===== config.mk =====
export PLATFORM = sky130hd
export DESIGN_NAME = game_ctrl
export DESIGN_NICKNAME = d
export VERILOG_FILES = /design/src/rtl/game_ctrl.sv
export SDC_FILE = /design/constraint.sdc
export NUM_CORES = 1
export LEC_CHECK = 0
export ABC_AREA = 1
export CORE_UTILIZATION = 40
export DETAILED_ROUTE_END_ITERATION = 8
export GPL_ROUTABILITY_DRIVEN = 0
export PLACE_DENSITY = 0.72
export SETUP_SLACK_MARGIN = 0.5
export SYNTH_ARGS = -nofsm -noshare
export SYNTH_HDL_FRONTEND = slang
export SYNTH_SLANG_ARGS = --single-unit

===== constraint.sdc =====
create_clock -name frame_clk -period 1.7 [get_ports frame_clk]
set_input_delay 0.34 -clock frame_clk [delete_from_list [all_inputs] [get_ports frame_clk]]
set_output_delay 0.34 -clock frame_clk [all_outputs]
set_load 0.1 [all_outputs]

===== src/rtl/game_ctrl.sv =====
// Breakout game sequencer: serve/play/pause/end-of-game flow, lives, bricks and score.
// Every output is a register updated on frame_clk; key presses are edge-detected.
module game_ctrl #(
   parameter int unsigned LIVES_INIT  = 3,
   parameter int unsigned NUM_BRICKS  = 40,
   parameter int unsigned SERVE_DELAY = 60,
   parameter int unsigned END_HOLD    = 120
) (
   input  logic        Reset,
   input  logic        frame_clk,
   input  logic [7:0]  keycode,
   input  logic        ball_miss,
   input  logic        brick_hit,
   output logic        ball_out,
   output logic        ball_run,
   output logic [2:0]  lives,
   output logic [5:0]  bricks_left,
   output logic [15:0] score,
   output logic [2:0]  state,
   output logic        game_over,
   output logic        win
);

   localparam int unsigned KEY_W   = 8;
   localparam int unsigned LIVES_W = 3;
   localparam int unsigned BRICK_W = 6;
   localparam int unsigned SCORE_W = 16;
   localparam int unsigned CNT_W   = 8;

   localparam logic [KEY_W-1:0]   KEY_SPACE  = 8'h2C;
   localparam logic [KEY_W-1:0]   KEY_P      = 8'h13;
   localparam logic [SCORE_W-1:0] SCORE_STEP = 16'd10;

   typedef enum logic [2:0] {
      S_IDLE  = 3'd0,
      S_SERVE = 3'd1,
      S_PLAY  = 3'd2,
      S_PAUSE = 3'd3,
      S_OVER  = 3'd4,
      S_WIN   = 3'd5
   } state_t;

   state_t             state_q, state_n;
   logic [KEY_W-1:0]   key_q;
   logic [CNT_W-1:0]   serve_cnt, serve_n;
   logic [CNT_W-1:0]   hold_cnt, hold_n;
   logic [LIVES_W-1:0] lives_n;
   logic [BRICK_W-1:0] bricks_n;
   logic [SCORE_W-1:0] score_n, score_hit;
   logic [SCORE_W:0]   score_sum;
   logic               space_press, p_press;
   logic               ball_out_n, ball_run_n, game_over_n, win_n;

   assign state = state_q;

   // A press is the first frame a key shows up; holding it does not repeat
   assign space_press = (keycode == KEY_SPACE) && (keycode != key_q);
   assign p_press     = (keycode == KEY_P) && (keycode != key_q);

   assign score_sum = {1'b0, score} + {1'b0, SCORE_STEP};
   assign score_hit = score_sum[SCORE_W] ? {SCORE_W{1'b1}} : score_sum[SCORE_W-1:0];

   always_comb begin
      state_n  = state_q;
      lives_n  = lives;
      bricks_n = bricks_left;
      score_n  = score;
      serve_n  = serve_cnt;
      hold_n   = hold_cnt;

      case (state_q)
         S_IDLE: begin
            lives_n  = LIVES_W'(LIVES_INIT);
            bricks_n = BRICK_W'(NUM_BRICKS);
            score_n  = '0;
            serve_n  = '0;
            hold_n   = '0;
            if (space_press) begin
               state_n = S_SERVE;
               serve_n = CNT_W'(SERVE_DELAY);
            end
         end
         S_SERVE: begin
            serve_n = (serve_cnt == '0) ? '0 : serve_cnt - 8'd1;
            if ((serve_cnt <= 8'd1) || space_press) begin
               state_n = S_PLAY;
               serve_n = '0;
            end
         end
         S_PLAY: begin
            if (brick_hit) begin
               bricks_n = (bricks_left == '0) ? '0 : bricks_left - 6'd1;
               score_n  = score_hit;
            end
            // Winning frame outranks a simultaneous miss, which then costs nothing
            if (brick_hit && (bricks_left <= 6'd1)) begin
               state_n = S_WIN;
               hold_n  = CNT_W'(END_HOLD);
            end else if (ball_miss) begin
               if (lives <= 3'd1) begin
                  lives_n = '0;
                  state_n = S_OVER;
                  hold_n  = CNT_W'(END_HOLD);
               end else begin
                  lives_n = lives - 3'd1;
                  state_n = S_SERVE;
                  serve_n = CNT_W'(SERVE_DELAY);
               end
            end else if (p_press) begin
               state_n = S_PAUSE;
            end
         end
         S_PAUSE: begin
            if (p_press) state_n = S_PLAY;
         end
         S_OVER, S_WIN: begin
            if (hold_cnt != '0) begin
               hold_n = hold_cnt - 8'd1;
            end else if (space_press) begin
               state_n  = S_IDLE;
               lives_n  = LIVES_W'(LIVES_INIT);
               bricks_n = BRICK_W'(NUM_BRICKS);
               score_n  = '0;
            end
         end
         default: begin
            state_n  = S_IDLE;
            lives_n  = LIVES_W'(LIVES_INIT);
            bricks_n = BRICK_W'(NUM_BRICKS);
            score_n  = '0;
            serve_n  = '0;
            hold_n   = '0;
         end
      endcase

      ball_out_n  = !((state_n == S_PLAY) || (state_n == S_PAUSE));
      ball_run_n  = (state_n == S_PLAY);
      game_over_n = (state_n == S_OVER);
      win_n       = (state_n == S_WIN);
   end

   always_ff @(posedge frame_clk or posedge Reset) begin
      if (Reset) begin
         state_q     <= S_IDLE;
         key_q       <= '0;
         serve_cnt   <= '0;
         hold_cnt    <= '0;
         lives       <= LIVES_W'(LIVES_INIT);
         bricks_left <= BRICK_W'(NUM_BRICKS);
         score       <= '0;
         ball_out    <= 1'b1;
         ball_run    <= 1'b0;
         game_over   <= 1'b0;
         win         <= 1'b0;
      end else begin
         state_q     <= state_n;
         key_q       <= keycode;
         serve_cnt   <= serve_n;
         hold_cnt    <= hold_n;
         lives       <= lives_n;
         bricks_left <= bricks_n;
         score       <= score_n;
         ball_out    <= ball_out_n;
         ball_run    <= ball_run_n;
         game_over   <= game_over_n;
         win         <= win_n;
      end
   end

endmodule


Yosys cells after proc, flatten, opt, wreduce, memory -nomap -nowiden
Cells that the tools add are included.
{"block": "totals", "out_inout_bits": 32, "inputBits": 12, "wordCells": 97, "ramBits": 0, "latch_bits": 0, "mem_bits_ro": 0, "mem_count": 0, "ff_bits": 56}
{"block": "op_classes", "order_cmp": 3, "bitwise_logic": 2, "n_addsub": 5, "n_reduce_logical": 17, "n_mul": 0, "shift": 0, "n_eq_ne": 21, "n_div": 0, "n_mux": 38}
{"operator": "8-bit two-way mux", "n": 9}
{"operator": "16-bit two-way mux", "n": 4}
{"operator": "16-bit one-hot mux with 3 select lines", "n": 1}
{"operator": "3-bit two-way mux", "n": 14}
{"operator": "8-bit one-hot mux with 4 select lines", "n": 1}
{"operator": "6-bit two-way mux", "n": 5}
{"operator": "8-bit one-hot mux with 3 select lines", "n": 1}
{"operator": "6-bit one-hot mux with 3 select lines", "n": 1}
{"operator": "16-bit by 4-bit adder with 17-bit output, second input constant", "n": 1}
{"operator": "8-bit by 1-bit subtractor with 8-bit output, second input constant", "n": 2}
{"operator": "3-bit one-hot mux with 5 select lines", "n": 1}
{"operator": "2-bit != test, second input constant", "n": 7}
{"operator": "3-bit by 2-bit == test with 1-bit output, second input constant", "n": 4}
{"operator": "3-bit == test, second input constant", "n": 4}
{"operator": "4-bit AND reduction", "n": 3}
{"operator": "3-bit one-hot mux with 3 select lines", "n": 1}
{"operator": "8-bit by 5-bit == test with 1-bit output, second input constant", "n": 1}
{"operator": "8-bit by 6-bit == test with 1-bit output, second input constant", "n": 1}
{"operator": "8-bit by 1-bit less-or-equal comparator with 1-bit output, second input constant", "n": 1}
{"operator": "8-bit logical NOT", "n": 1}
{"operator": "8-bit != test", "n": 1}
{"operator": "8-bit nonzero test", "n": 1}
{"operator": "6-bit by 1-bit less-or-equal comparator with 1-bit output, second input constant", "n": 1}
{"operator": "6-bit logical NOT", "n": 1}
{"operator": "13 further kinds", "n": 19}

Longest topological paths before layout
Gate-level depths: netlist of run 1.
{"block": "logic_depth", "depth_word": 9, "ltp_mapped": 14, "mapped_depth_nobuf": 13}

Least setup slack after synthesis of run 1
Ideal clock, no wire load.
{"block": "synth_path", "path_kind": "register to register", "startpoint": "register score[2]", "endpoint": "register score[13]", "arrival_time_ps": 2207, "path_buffers": 0, "period_less_slack_ps": 2328, "setup_slack_ps": -628, "stages_incl_launch_ff": 12, "setup_time_ps": 121, "t_required_ps": 1579, "cell_sequence": "dfrtp_1 -> ha_1 -> inv_1 -> nand2_1 -> nand3_2 -> nor2_1 -> nand3_1 -> nor2_1 -> xnor2_1 -> nand2_1 -> nand2_1 -> nand2_1"}
{"block": "synth_via", "elab_chain_cells": 4}
{"item": "from (decl)", "line": "18", "text": "output logic [15:0] score,"}
{"item": "from (signal assigned)", "line": "162", "text": "score <= score_n;"}
{"item": "16-bit by 4-bit adder with 17-bit output", "line": "60", "text": "assign score_sum = {1'b0, score} + {1'b0, SCORE_STEP};"}
{"item": "16-bit two-way mux", "line": "61", "text": "assign score_hit = score_sum[SCORE_W] ? {SCORE_W{1'b1}} : score_sum[SCORE_W-1:0];"}
{"item": "16-bit two-way mux", "line": "91", "text": "if (brick_hit) begin"}
{"item": "16-bit one-hot mux with 3 select lines", "line": "71", "text": "case (state_q)"}
Every way passes these cells. The select of a mux whose other input is x is not followed.
A chain may end at the register's enable or synchronous reset.

Worst setup path after layout of run 1
{"block": "layout_path", "startpoint": "register lives[0]", "endpoint": "register hold_cnt[4]"}
{"block": "layout_via", "elab_chain_cells": 3}
{"item": "from (decl)", "line": "16", "text": "output logic [2:0] lives,"}
{"item": "from (signal assigned)", "line": "148", "text": "lives <= LIVES_W'(LIVES_INIT);"}
{"item": "from (signal assigned)", "line": "160", "text": "lives <= lives_n;"}
{"item": "3-bit by 1-bit less-or-equal comparator with 1-bit output", "line": "100", "text": "if (lives <= 3'd1) begin"}
{"item": "3-bit != test (no line)"}
{"item": "4-bit AND reduction (no line)"}
{"item": "to (signal assigned)", "line": "159", "text": "hold_cnt <= hold_n;"}
{"item": "to (decl)", "line": "46", "text": "logic [CNT_W-1:0] hold_cnt, hold_n;"}
Every way passes these cells.

==> results of run 1 <==
## cell usage in the layout, fill, tap and decap left out, types with 5 or more instances in the layout
| master | count |
|---|---|
| a21oi_1 | 7 |
| buf_12 | 38 |
| buf_4 | 69 |
| buf_6 | 30 |
| clkbuf_8 | 6 |
| dfrtp_1 | 24 |
| dfrtp_2 | 27 |
| dlygate4sd2_1 | 8 |
| ha_4 | 6 |
| inv_1 | 41 |
| inv_2 | 15 |
| nand2_1 | 106 |
| nand2_2 | 37 |
| nand2_4 | 12 |
| nand3_1 | 22 |
| nand3_2 | 10 |
| nand4_1 | 7 |
| nor2_1 | 29 |
| nor2_2 | 15 |
| nor2_4 | 13 |
| nor3_2 | 5 |
| o21ai_0 | 14 |
| o21ai_1 | 7 |
| xnor2_1 | 10 |
| xor2_1 | 8 |
## state kept, by name, summed over array words and instances, names as in the netlist
name	cells
score	16
hold_cnt	8
key_q	8
serve_cnt	8
bricks_left	6
lives	3
state	3
ball_out	1
ball_run	1
game_over	1
win	1
## cell families (layout without fill, tap and decap cells)
family / count (synthesis) / after routing / synth area share [%]
compound gates: 48 / 48 / 8.59
xor+xnor: 18 / 18 / 4.44
fa+ha+maj: 9 / 9 / 3.17
buf+inv: 67 / 218 / 8.31
flops: 56 / 56 / 39.6
simple gates: 268 / 271 / 35.9
## final cells by class
cell class	count	area, um2	area share, %
clock buffers	6	82.6	1.38
multi-input cells	346	2330	39.0
well taps	108	135	2.26
repair buffers	148	1720	28.7
flip-flops and latches	56	1450	24.3
inverters	62	253	4.23
clock inverters	2	10.0	0.167
## report_power, final
part	total, mW	leakage (nW)	switching, mW	internal [mW]
Clock	0.771	0.0510	0.444	0.327
Combinational	3.98	2.09	2.20	1.78
Sequential	1.88	0.676	0.241	1.64
Total	6.63	2.82	2.88	3.75
## metrics by stage
step / std cells / hold WS, ps
4_1_cts: 714 / 337
3_5_place_dp: 656 / 517
6_report: 728 / 344
5_1_grt: 728 / 353
2_1_floorplan: 466 / 371
3_3_place_gp: 656 / 507
## per-layer routing
metal,track usage [%],part of all wire (%),vias up
met1,28.3,41,1745
li1,-,-,1783
met2,40.3,53,110
met3,3.63,4.1,16
met4,6.34,1.7,0
met5,0,0,-
## path summary, 6_finish.rpt
check,start,end,slack (ps),depth (start not counted)
worst min-delay path,keycode[1],key_q[1],340,1
max in group asynchronous,Reset,lives[1],940,3
worst max-delay path,lives[0],hold_cnt[4],-20,10
worst max register to register,lives[0],hold_cnt[4],-20,10
worst min register to register,serve_cnt[4],serve_cnt[4],550,2
min in group asynchronous,Reset,score[5],420,3
## timing repair
| action | 4_1_cts | 5_1_grt |
|---|---|---|
| endpoints found under the setup margin | 80 | 80 |
| pin swaps | 42 | 28 |
| gates resized for setup | 84 | 41 |
| buffers inserted | 47 | 14 |
| gates cloned | 3 | 0 |
==> results.tsv, run 1 <==
stage	metric	value	unit
setup_path	worst_ep_arrival_time	1960	ps
yosys	synth_top_area_share	35.9	%
die	rows	34	
setup_path	path_class	reg -> reg	
die	io_pins	44	
setup_path	cp_slowest_stage_delay	640	ps
die	fp.dieArea	9260	um2
global_route	antenna_found_initial	0	
sta	fin_worst_skew	13.3	ps
global_route	grt_overflow_total	0	
clock_tree	insertion_delay	310	ps
sta	slew_violations	0	
clock_tree	cts_made_buffers	5	
sta	setup_viol	7	
clock_tree	path_clk_slew	100	ps
clock_tree	cts_max_path_buffers	2	
sta	final.setup.tns	-57.4	ps
power_and_ir_drop	power_density	1110	nW/um2
clock_tree	cts_root_buffer	clkbuf_8	
clock_tree	cts_tree	done	
yosys	async_flop_share	100	%
min_path	min_path_type	in -> reg	
yosys	syn_area	3550	um2
power_and_ir_drop	peakVddDrop	0.000630	V
global_route	grt_pass1_vias	3629	
setup_path	worstPathCellList	ha_4 -> inv_2 -> o21ai_4 -> inv_2 -> nor2_4 -> nor2_4 -> nor2_4 -> buf_12 -> nor2_2 -> a31oi_2	
detailed_routing	drt.antenna.violating_nets	0	
sta	final-hold-violation-count	0	
power_and_ir_drop	p_total	6.63	mW
yosys	yosysWarnings	0	
detailed_routing	routed_via_density	5.02	
final_layout	n_antenna_cell	0	
setup_path	cpMostUsedCell	nor2_4	
yosys	synthFlopType	dfrtp_1	
detailed_routing	drt_iter0_markers	187	
detailed_routing	drc	0	
final_layout	syn2layout_area_growth	68.3	%
yosys	ys_seq_elements	56	
placement	placed_area	4910	um2
run	cap_viol_max_count	0	
final_layout	fin_nets	640	
yosys	yosysMostFrequentCell	nand2_1	
global_route	grt_max_degree	57	
yosys	yosysTopAreaCell	dfrtp_1	
yosys	synth.area.top_cells	dfrtp_1 (36%), nand2_1 (14%), inv_1 (5.9%), nand3_1 (4.9%), nor2_1 (4.3%)	
final_layout	drive_above_1_share	51.8	%
clock_tree	cts_hold_buffers	0	
setup_path	critPathCaptureType	register	
die	die_w	96.3	um
sta	max_freq	0.581	GHz
sta	setup_slack	-21.4	ps
yosys	yosys.cell_types.count	37	
sta	fin_crit	1720	ps
detailed_routing	num_vias	3654	
setup_path	path_delay_family	flip-flops	
die	chipHeight	96.3	um
placement	hpwlAfterDp	6150	um
final_layout	fillerInstances	627	
setup_path	crit_path_start_kind	register	
sta	slew-limit-headroom	67.6	%
power_and_ir_drop	leakagePower	2.82	nW
yosys	syn_area_per_cell	7.63	um2
sta	worst_slew_pin_slew	481	ps
setup_path	critPathSlowestCell	dfstp_4	
placement	post-place-ws	-434	ps
placement	portBuffers	43	
global_route	grt_pass1_wl	16300	um
sta	finalCritPeriodShare	101	%
final_layout	postLayoutCoreUtil	68.9	%
run_status	violations	negative setup slack	
die	design.core.area	8680	um2
die	start_util	40.9	%
clock_tree	h-tree-depth	2	
setup_path	cp_num_buf_inv	3	
run_status	outcome	complete, but fails checks	
yosys	synth_cells	466	
clock_tree	clock_sinks	56	
detailed_routing	wl_per_cell	14.2	um
setup_path	cp.required	1940	ps
setup_path	path_max_fanout	13	
final_layout	stdcell_area	5980	um2
global_route	grtUsageTotal	22.7	%
detailed_routing	drt-total-wl	10300	um
yosys	synth_edf_count	0	
yosys	ys_seq_area_share	39.6	%
yosys	synth.top_cells.by_count	nand2_1 (132), inv_1 (56), dfrtp_1 (51), nor2_1 (41), nand3_1 (35)	
yosys	synth_nets	487	
detailed_routing	drtPass1Iterations	4	
sta	rsz0062_at_grt	yes	
Note: power is estimated with default switching activity, not from simulation.
==> run 2: changes to the inputs <==
ABC_AREA = not set   (was 1)
GPL_TIMING_DRIVEN = 0   (was not set)
PLACE_DENSITY = 0.73   (was 0.72)
==> run 2 against run 1 <==
- the flow still finishes with violations (negative setup slack)
- combinational power down 30%
- total power down 16%
- via count down 18%
- register-to-register slack worse by 330 ps
- synthesized cell count down 28%
==> results.tsv, run 2 <==
stage	metric	value	unit	change
clock_tree	clock_sinks	56		unchanged
sta	worst_slew_pin_slew	657	ps	was 481 ps
detailed_routing	wl_per_cell	17.1	um	was 14.2 um
final_layout	fin_nets	460		was 640
yosys	synth.top_cells.by_count	dfrtp_1 (51), nor2_1 (41), o21ai_0 (34), a21oi_1 (21)		was nand2_1 (132), inv_1 (56), dfrtp_1 (51), nor2_1 (41), nand3_1 (35)
yosys	yosysTopAreaCell	dfrtp_1		unchanged
setup_path	cp_num_buf_inv	4		was 3
die	rows	32		was 34
power_and_ir_drop	power_density	1060	nW/um2	was 1110 nW/um2
final_layout	layout_common_cells	buf_4 (35), nor2_1 (32), buf_12 (32), dfrtp_2 (30), dfrtp_1 (21)		was nand2_1 (106), buf_4 (69), inv_1 (41), buf_12 (38), nand2_2 (37)
final_layout	regMostFlops	score		unchanged
placement	hpwlAfterDp	5280	um	was 6150 um
global_route	grt_overflow_total	0		unchanged
setup_path	worstPathCellList	inv_2 -> ha_4 -> nor3b_4 -> nand4_1 -> a211oi_4 -> buf_6 -> o22ai_4 -> buf_6 -> buf_4 -> o41ai_2		was ha_4 -> inv_2 -> o21ai_4 -> inv_2 -> nor2_4 -> nor2_4 -> nor2_4 -> buf_12 -> nor2_2 -> a31oi_2
setup_path	cpMostUsedCell	buf_6		was nor2_4
yosys	synth_edf_count	0		unchanged
setup_path	cp.required	1920	ps	was 1940 ps
final_layout	largest_reg_flops	16		unchanged
sta	final-hold-violation-count	0		unchanged
detailed_routing	drtPass1Iterations	4		unchanged
power_and_ir_drop	peakVddDrop	0.000721	V	was 0.000630 V
clock_tree	cts_tree	done		unchanged
sta	setup_slack	-356	ps	was -21.4 ps
sta	finalCritPeriodShare	121	%	was 101%
final_layout	stdcell_area	5240	um2	was 5980 um2
die	fp.dieArea	8250	um2	was 9260 um2
global_route	grt_pass1_wl	14700	um	was 16,300 um
sta	max_freq	0.486	GHz	was 0.581 GHz
power_and_ir_drop	p_total	5.56	mW	was 6.63 mW
yosys	yosysWarnings	0		unchanged
yosys	yosys.cell_types.count	58		was 37
die	chipHeight	90.8	um	was 96.3 um
clock_tree	path_clk_slew	100	ps	about the same
die	io_pins	44		unchanged
placement	placed_area	3990	um2	was 4910 um2
sta	fin_crit	2060	ps	was 1720 ps
sta	fin_worst_skew	8.04	ps	was 13.3 ps
setup_path	path_delay_family	buffers and inverters		was flip-flops
setup_path	cp_slowest_stage_delay	410	ps	was 640 ps
yosys	synth_nets	358		was 487
clock_tree	cts_made_buffers	5		unchanged
yosys	synth_top_area_share	40.4	%	was 35.9%
setup_path	crit_path_start_kind	register		unchanged
run_status	outcome	complete, but fails checks		unchanged
setup_path	path_class	reg -> reg		unchanged
yosys	async_flop_share	100	%	unchanged
global_route	grtUsageTotal	22.1	%	was 22.7%
yosys	synth_cells	337		was 466
sta	slew-limit-headroom	56.1	%	was 67.6%
clock_tree	cts_max_path_buffers	2		unchanged
global_route	antenna_found_initial	0		unchanged
global_route	grt_pass1_vias	3047		was 3,629
yosys	synthFlopType	dfrtp_1		unchanged
final_layout	postLayoutCoreUtil	68.2	%	was 68.9%
detailed_routing	drt_iter0_markers	140		was 187
detailed_routing	drt.antenna.violating_nets	0		unchanged
sta	hold_slack	357	ps	was 344 ps
yosys	synth.area.top_cells	dfrtp_1 (40%), o21ai_0 (5.4%), nor2_1 (4.9%), dfstp_2 (4.2%), ha_1 (3.6%)		was dfrtp_1 (36%), nand2_1 (14%), inv_1 (5.9%), nand3_1 (4.9%), nor2_1 (4.3%)
setup_path	critPathCaptureType	register		unchanged
die	die_w	90.8	um	was 96.3 um
sta	final.setup.tns	-11730	ps	was -57.4 ps
final_layout	final_common_cell	buf_4		was nand2_1
run_status	violations	negative setup slack		unchanged
run	cap_viol_max_count	0		unchanged
final_layout	drive_above_1_share	55.5	%	was 51.8%
clock_tree	cts_root_buffer	clkbuf_8		unchanged
yosys	ys_seq_area_share	44.6	%	was 39.6%
clock_tree	h-tree-depth	2		unchanged
setup_path	path_max_fanout	9		was 13
yosys	syn_area	3160	um2	was 3550 um2
detailed_routing	num_vias	3011		was 3,654
clock_tree	insertion_delay	310	ps	about the same
detailed_routing	drt-total-wl	9280	um	was 10,300 um
setup_path	critPathSlowestCell	dfrtp_1		was dfstp_4
placement	portBuffers	43		unchanged
setup_path	worst_ep_arrival_time	2270	ps	was 1960 ps
detailed_routing	drc	0		unchanged
power_and_ir_drop	leakagePower	2.10	nW	was 2.82 nW
sta	rsz0062_at_grt	yes		unchanged
final_layout	n_antenna_cell	0		unchanged
global_route	grt_max_degree	29		was 57
die	design.core.area	7690	um2	was 8680 um2
min_path	min_path_type	in -> reg		unchanged
yosys	syn_area_per_cell	9.36	um2	was 7.63 um2
yosys	yosysMostFrequentCell	dfrtp_1		was nand2_1
yosys	ys_seq_elements	56		unchanged
sta	setup_viol	48		was 7
detailed_routing	routed_via_density	5.56		was 5.02
die	start_util	41.0	%	was 40.9%
final_layout	syn2layout_area_growth	66.1	%	was 68.3%
sta	slew_violations	0		unchanged
run 2: changes by cell type after synthesis, moves of 7 or more:
cell / previous run / this run
nand2_2: 18 / 0
nor2_4: 7 / 0
nand2_1: 132 / 18
nand3_1: 35 / 10
o21ai_0: 23 / 34
o22a_1: 0 / 7
xnor2_1: 10 / 0
clkbuf_1: 0 / 7
o31ai_1: 1 / 8
a21o_1: 0 / 9
nor2_2: 9 / 0
a21oi_1: 9 / 21
inv_1: 56 / 18
run 2: power by group:
| part | internal (mW) | switching (mW) | total (mW) | leakage, nW |
|---|---|---|---|---|
| sequential | 1.64 | 0.408 | 2.05 | 0.659 |
| combinational | 1.24 | 1.54 | 2.78 | 1.40 |
| clock | 0.291 | 0.440 | 0.731 | 0.0422 |
run 2: metal layers:
layer | wire, um | vias to the layer above | track usage (%)
li1 | - | 1410 | -
met1 | 3920 | 1512 | 27.8
met2 | 4760 | 71 | 37.4
met3 | 373 | 18 | 4.12
met4 | 226 | 0 | 8.60
met5 | 0 | - | 0
run 2: path summary, 6_finish.rpt:
kind	start	to	slack (ps)	depth (start not counted)
min in group asynchronous	Reset	game_over	600	2
worst min register to register	serve_cnt[1]	serve_cnt[1]	520	2
worst max-delay path	hold_cnt[0]	bricks_left[1]	-360	10
max in group asynchronous	Reset	serve_cnt[0]	670	2
worst min-delay path	keycode[4]	key_q[4]	360	1
worst max register to register	hold_cnt[0]	bricks_left[1]	-360	10
run 2: worst reg2reg max path: cells and delay by family, from the launching register on:
family,cells,cell delay [ps]
buf+inv,4,550
fa+ha+maj,1,130
compound gates,3,550
flops,1,410
simple gates,2,330
run 2: cell type report:
type | count | area (um2)
Inverter | 19 | 77.6
Clock inverter | 1 | 5.00
Timing Repair inverter | 1 | 7.51
Timing Repair Buffer | 94 | 1200
Fill cell | 568 | 2440
Multi-Input combinational cell | 249 | 2160
Clock buffer | 7 | 76.3
Sequential cell | 56 | 1460
Buffer | 13 | 129
Tap cell | 102 | 128
run 2: repair_timing:
item,in CTS,in global routing
gates resized for setup,354,52
endpoints found under the setup margin,136,80
hold buffers,0,0
pin swaps,30,22
gates cloned,3,1
buffers inserted,28,20
run 2: logic make-up after synthesis:
family,Yosys count,synth area share (%)
AOI/OAI and AO/OA,113,24.8
muxes,2,0.674
DFF,56,44.6
and+or+nand+nor,117,20.1
adders and majority gates,9,3.57
xor gates and xnor gates,8,2.22
buffers and inverters,32,4.04
run 2: per-stage QoR:
| step | setup WS [ps] | cells |
|---|---|---|
| 6_report | -356 | 542 |
| 5_1_grt | -424 | 542 |
| 4_1_cts | -376 | 521 |
| 3_5_place_dp | -934 | 482 |
| 3_3_place_gp | -918 | 482 |
| 2_1_floorplan | -416 | 337 |
==> run 3: changes to the inputs <==
CORE_MARGIN = 2   (was not set)
DONT_BUFFER_PORTS = 1   (was not set)
PLACE_DENSITY = 0.63   (was 0.73)
clock period = 2.6 ns   (was 1.7 ns; I/O delays follow)
==> run 3 against run 2 <==
- the flow now finishes without violations
- register-to-register slack better by 790 ps
- critical path depth down 2
- utilization down 16 points
- first-iteration DRC count up 13%
- sequential share of layout area up 8.9 points
- worst setup slack better by 790 ps
- via count down 10%
- count of clock-buffer cells in the layout up 1
- global-route usage down 3.2 points
- routed wire length down 15%
- cell area down 23%
- clock power down 26%
- critical endpoint is now serve_cnt[6]
- largest power group is now sequential cells
- highest routed layer unchanged
==> results.tsv, run 3 (synthesis gave the netlist of run 2 again) <==
stage	metric	value	unit	change
final_layout	syn2layout_area_growth	27.8	%	was 66.1%
die	design.core.area	7690	um2	unchanged
run	cap_viol_max_count	0		unchanged
clock_tree	path_clk_slew	100	ps	about the same
detailed_routing	drt_iter0_markers	158		was 140
setup_path	critPathCaptureType	register		unchanged
setup_path	reg2reg_to	serve_cnt[6]		was bricks_left[1]
clock_tree	h-tree-depth	2		unchanged
die	chipHeight	92.8	um	was 90.8 um
placement	post-place-cells	440		was 482
min_path	min_path_type	in -> async		was in -> reg
sta	setup_slack	434	ps	was -356 ps
setup_path	rr_startpoint	lives[1]		was hold_cnt[0]
detailed_routing	drtPass1Iterations	4		unchanged
final_layout	final_common_cell	nor2_1		was buf_4
final_layout	postLayoutCoreUtil	52.5	%	was 68.2%
setup_path	r2r_cells	8		was 10
power_and_ir_drop	leakagePower	1.58	nW	was 2.10 nW
power_and_ir_drop	peakVddDrop	0.000587	V	was 0.000721 V
final_layout	regMostFlops	score		unchanged
setup_path	worst_ep_arrival_time	2380	ps	was 2270 ps
sta	final-hold-violation-count	0		unchanged
final_layout	drive_above_1_share	35.5	%	was 55.5%
global_route	grt_pass1_vias	2601		was 3,047
setup_path	reg2reg_slack	430	ps	was -360 ps
setup_path	cp.required	2820	ps	was 1920 ps
setup_path	path_max_fanout	6		was 9
sta	fin_crit	2170	ps	was 2060 ps
detailed_routing	wl_per_cell	16.8	um	was 17.1 um
sta	fin_worst_skew	12.1	ps	was 8.04 ps
final_layout	fin_nets	389		was 460
sta	setup_viol	0		was 48
global_route	grt_overflow_total	0		unchanged
clock_tree	cts_made_buffers	5		unchanged
power_and_ir_drop	power_density	777	nW/um2	was 1060 nW/um2
die	start_util	41.0	%	unchanged
placement	hpwlAfterDp	5250	um	was 5280 um
sta	slew-limit-headroom	28.9	%	was 56.1%
sta	rsz0062_at_grt	yes		unchanged
clock_tree	cts_tree	done		unchanged
placement	post-place-ws	95.9	ps	was -934 ps
die	fp.dieArea	8620	um2	was 8250 um2
setup_path	path_class	reg -> reg		unchanged
detailed_routing	drc	0		unchanged
die	rows	32		unchanged
final_layout	n_antenna_cell	0		unchanged
sta	finalCritPeriodShare	83.3	%	was 121%
final_layout	fin_cells	471		was 542
setup_path	crit_path_start_kind	register		unchanged
final_layout	largest_reg_flops	16		unchanged
sta	max_freq	0.462	GHz	was 0.486 GHz
sta	hold_slack	115	ps	was 357 ps
global_route	grtUsageTotal	18.9	%	was 22.1%
clock_tree	clock_sinks	56		unchanged
sta	slew_violations	0		unchanged
detailed_routing	num_vias	2697		was 3,011
die	io_pins	44		unchanged
detailed_routing	drt.antenna.violating_nets	0		unchanged
power_and_ir_drop	p_total	3.13	mW	was 5.56 mW
final_layout	layout_common_cells	nor2_1 (35), dfrtp_1 (32), o21ai_0 (21), buf_4 (20)		was buf_4 (35), nor2_1 (32), buf_12 (32), dfrtp_2 (30), dfrtp_1 (21)
placement	portBuffers	0		was 43
detailed_routing	drt-total-wl	7910	um	was 9280 um
global_route	grt_max_degree	35		was 29
clock_tree	insertion_delay	320	ps	was 310 ps
global_route	grt_pass1_wl	13100	um	was 14,700 um
run_status	outcome	complete, no violations		was complete, but fails checks
die	die_w	92.8	um	was 90.8 um
clock_tree	cts_root_buffer	clkbuf_8		unchanged
sta	worst_slew_pin_slew	1070	ps	was 657 ps
final_layout	fillerInstances	684		was 568
global_route	antenna_found_initial	0		unchanged
clock_tree	cts_max_path_buffers	2		unchanged
detailed_routing	routed_via_density	5.73		was 5.56
==> run 3: where the power goes <==
| group | switching [mW] | leakage [nW] | total, mW | internal (mW) |
|---|---|---|---|---|
| Clock | 0.295 | 0.0515 | 0.539 | 0.244 |
| Sequential | 0.587 | 0.670 | 1.66 | 1.07 |
| Combinational | 0.489 | 0.860 | 0.938 | 0.449 |
| Total | 1.37 | 1.58 | 3.13 | 1.76 |
==> run 3: how the worst max path moves through the flow <==
stage | start | to | slack, ps | depth (start not counted)
2_1_floorplan | score[5] | score[3] | 450 | 7
3_3_place_gp | Reset | score[4] | -160 | 1
3_5_place_dp | state[0] | bricks_left[5] | 100 | 7
4_1_cts | lives[1] | serve_cnt[5] | 410 | 8
5_1_grt | hold_cnt[1] | ball_run | 360 | 9
6_report | lives[1] | serve_cnt[6] | 430 | 8
==> run 3: cell type report <==
class                           instances  area (um2)  share of cell area [%]
Inverter                               19        73.8                    1.83
Buffer                                 13         111                    2.76
Multi-Input combinational cell        249        1920                    47.6
Timing Repair Buffer                   24         221                    5.49
Tap cell                              102         128                    3.16
Sequential cell                        56        1480                    36.7
Clock buffer                            8         100                    2.48
==> run 3: timing repair <==
action	CTS	global route
gates resized for setup	65	35
gates cloned	1	1
setup buffers	14	7
hold buffers	0	0
pin swaps	18	14
setup endpoints to repair	46	46
==> run 3: stage by stage <==
stage | TNS, ps | area, um2
3_5_place_dp | 0 | 3430
2_1_floorplan | 0 | 3280
5_1_grt | 0 | 4030
6_report | 0 | 4030
4_1_cts | 0 | 3840
3_3_place_gp | -2650 | 3410
==> run 3: worst max-delay path, stage by stage, from the launching register on <==
cell and delay, ps:
dfstp_4 820, inv_4 60, ha_4 150, o21ba_4 230, nor2_4 60, o31ai_2 250
nand2_2 150, buf_4 180, a21o_1 160
==> run 3: routing by layer <==
layer / global-route usage (%) / vias to the layer above / wire (um)
li1: - / 1278 / -
met1: 25.0 / 1354 / 3560
met2: 30.7 / 52 / 3880
met3: 3.91 / 13 / 317
met4: 6.86 / 0 / 158
met5: 0 / - / 0
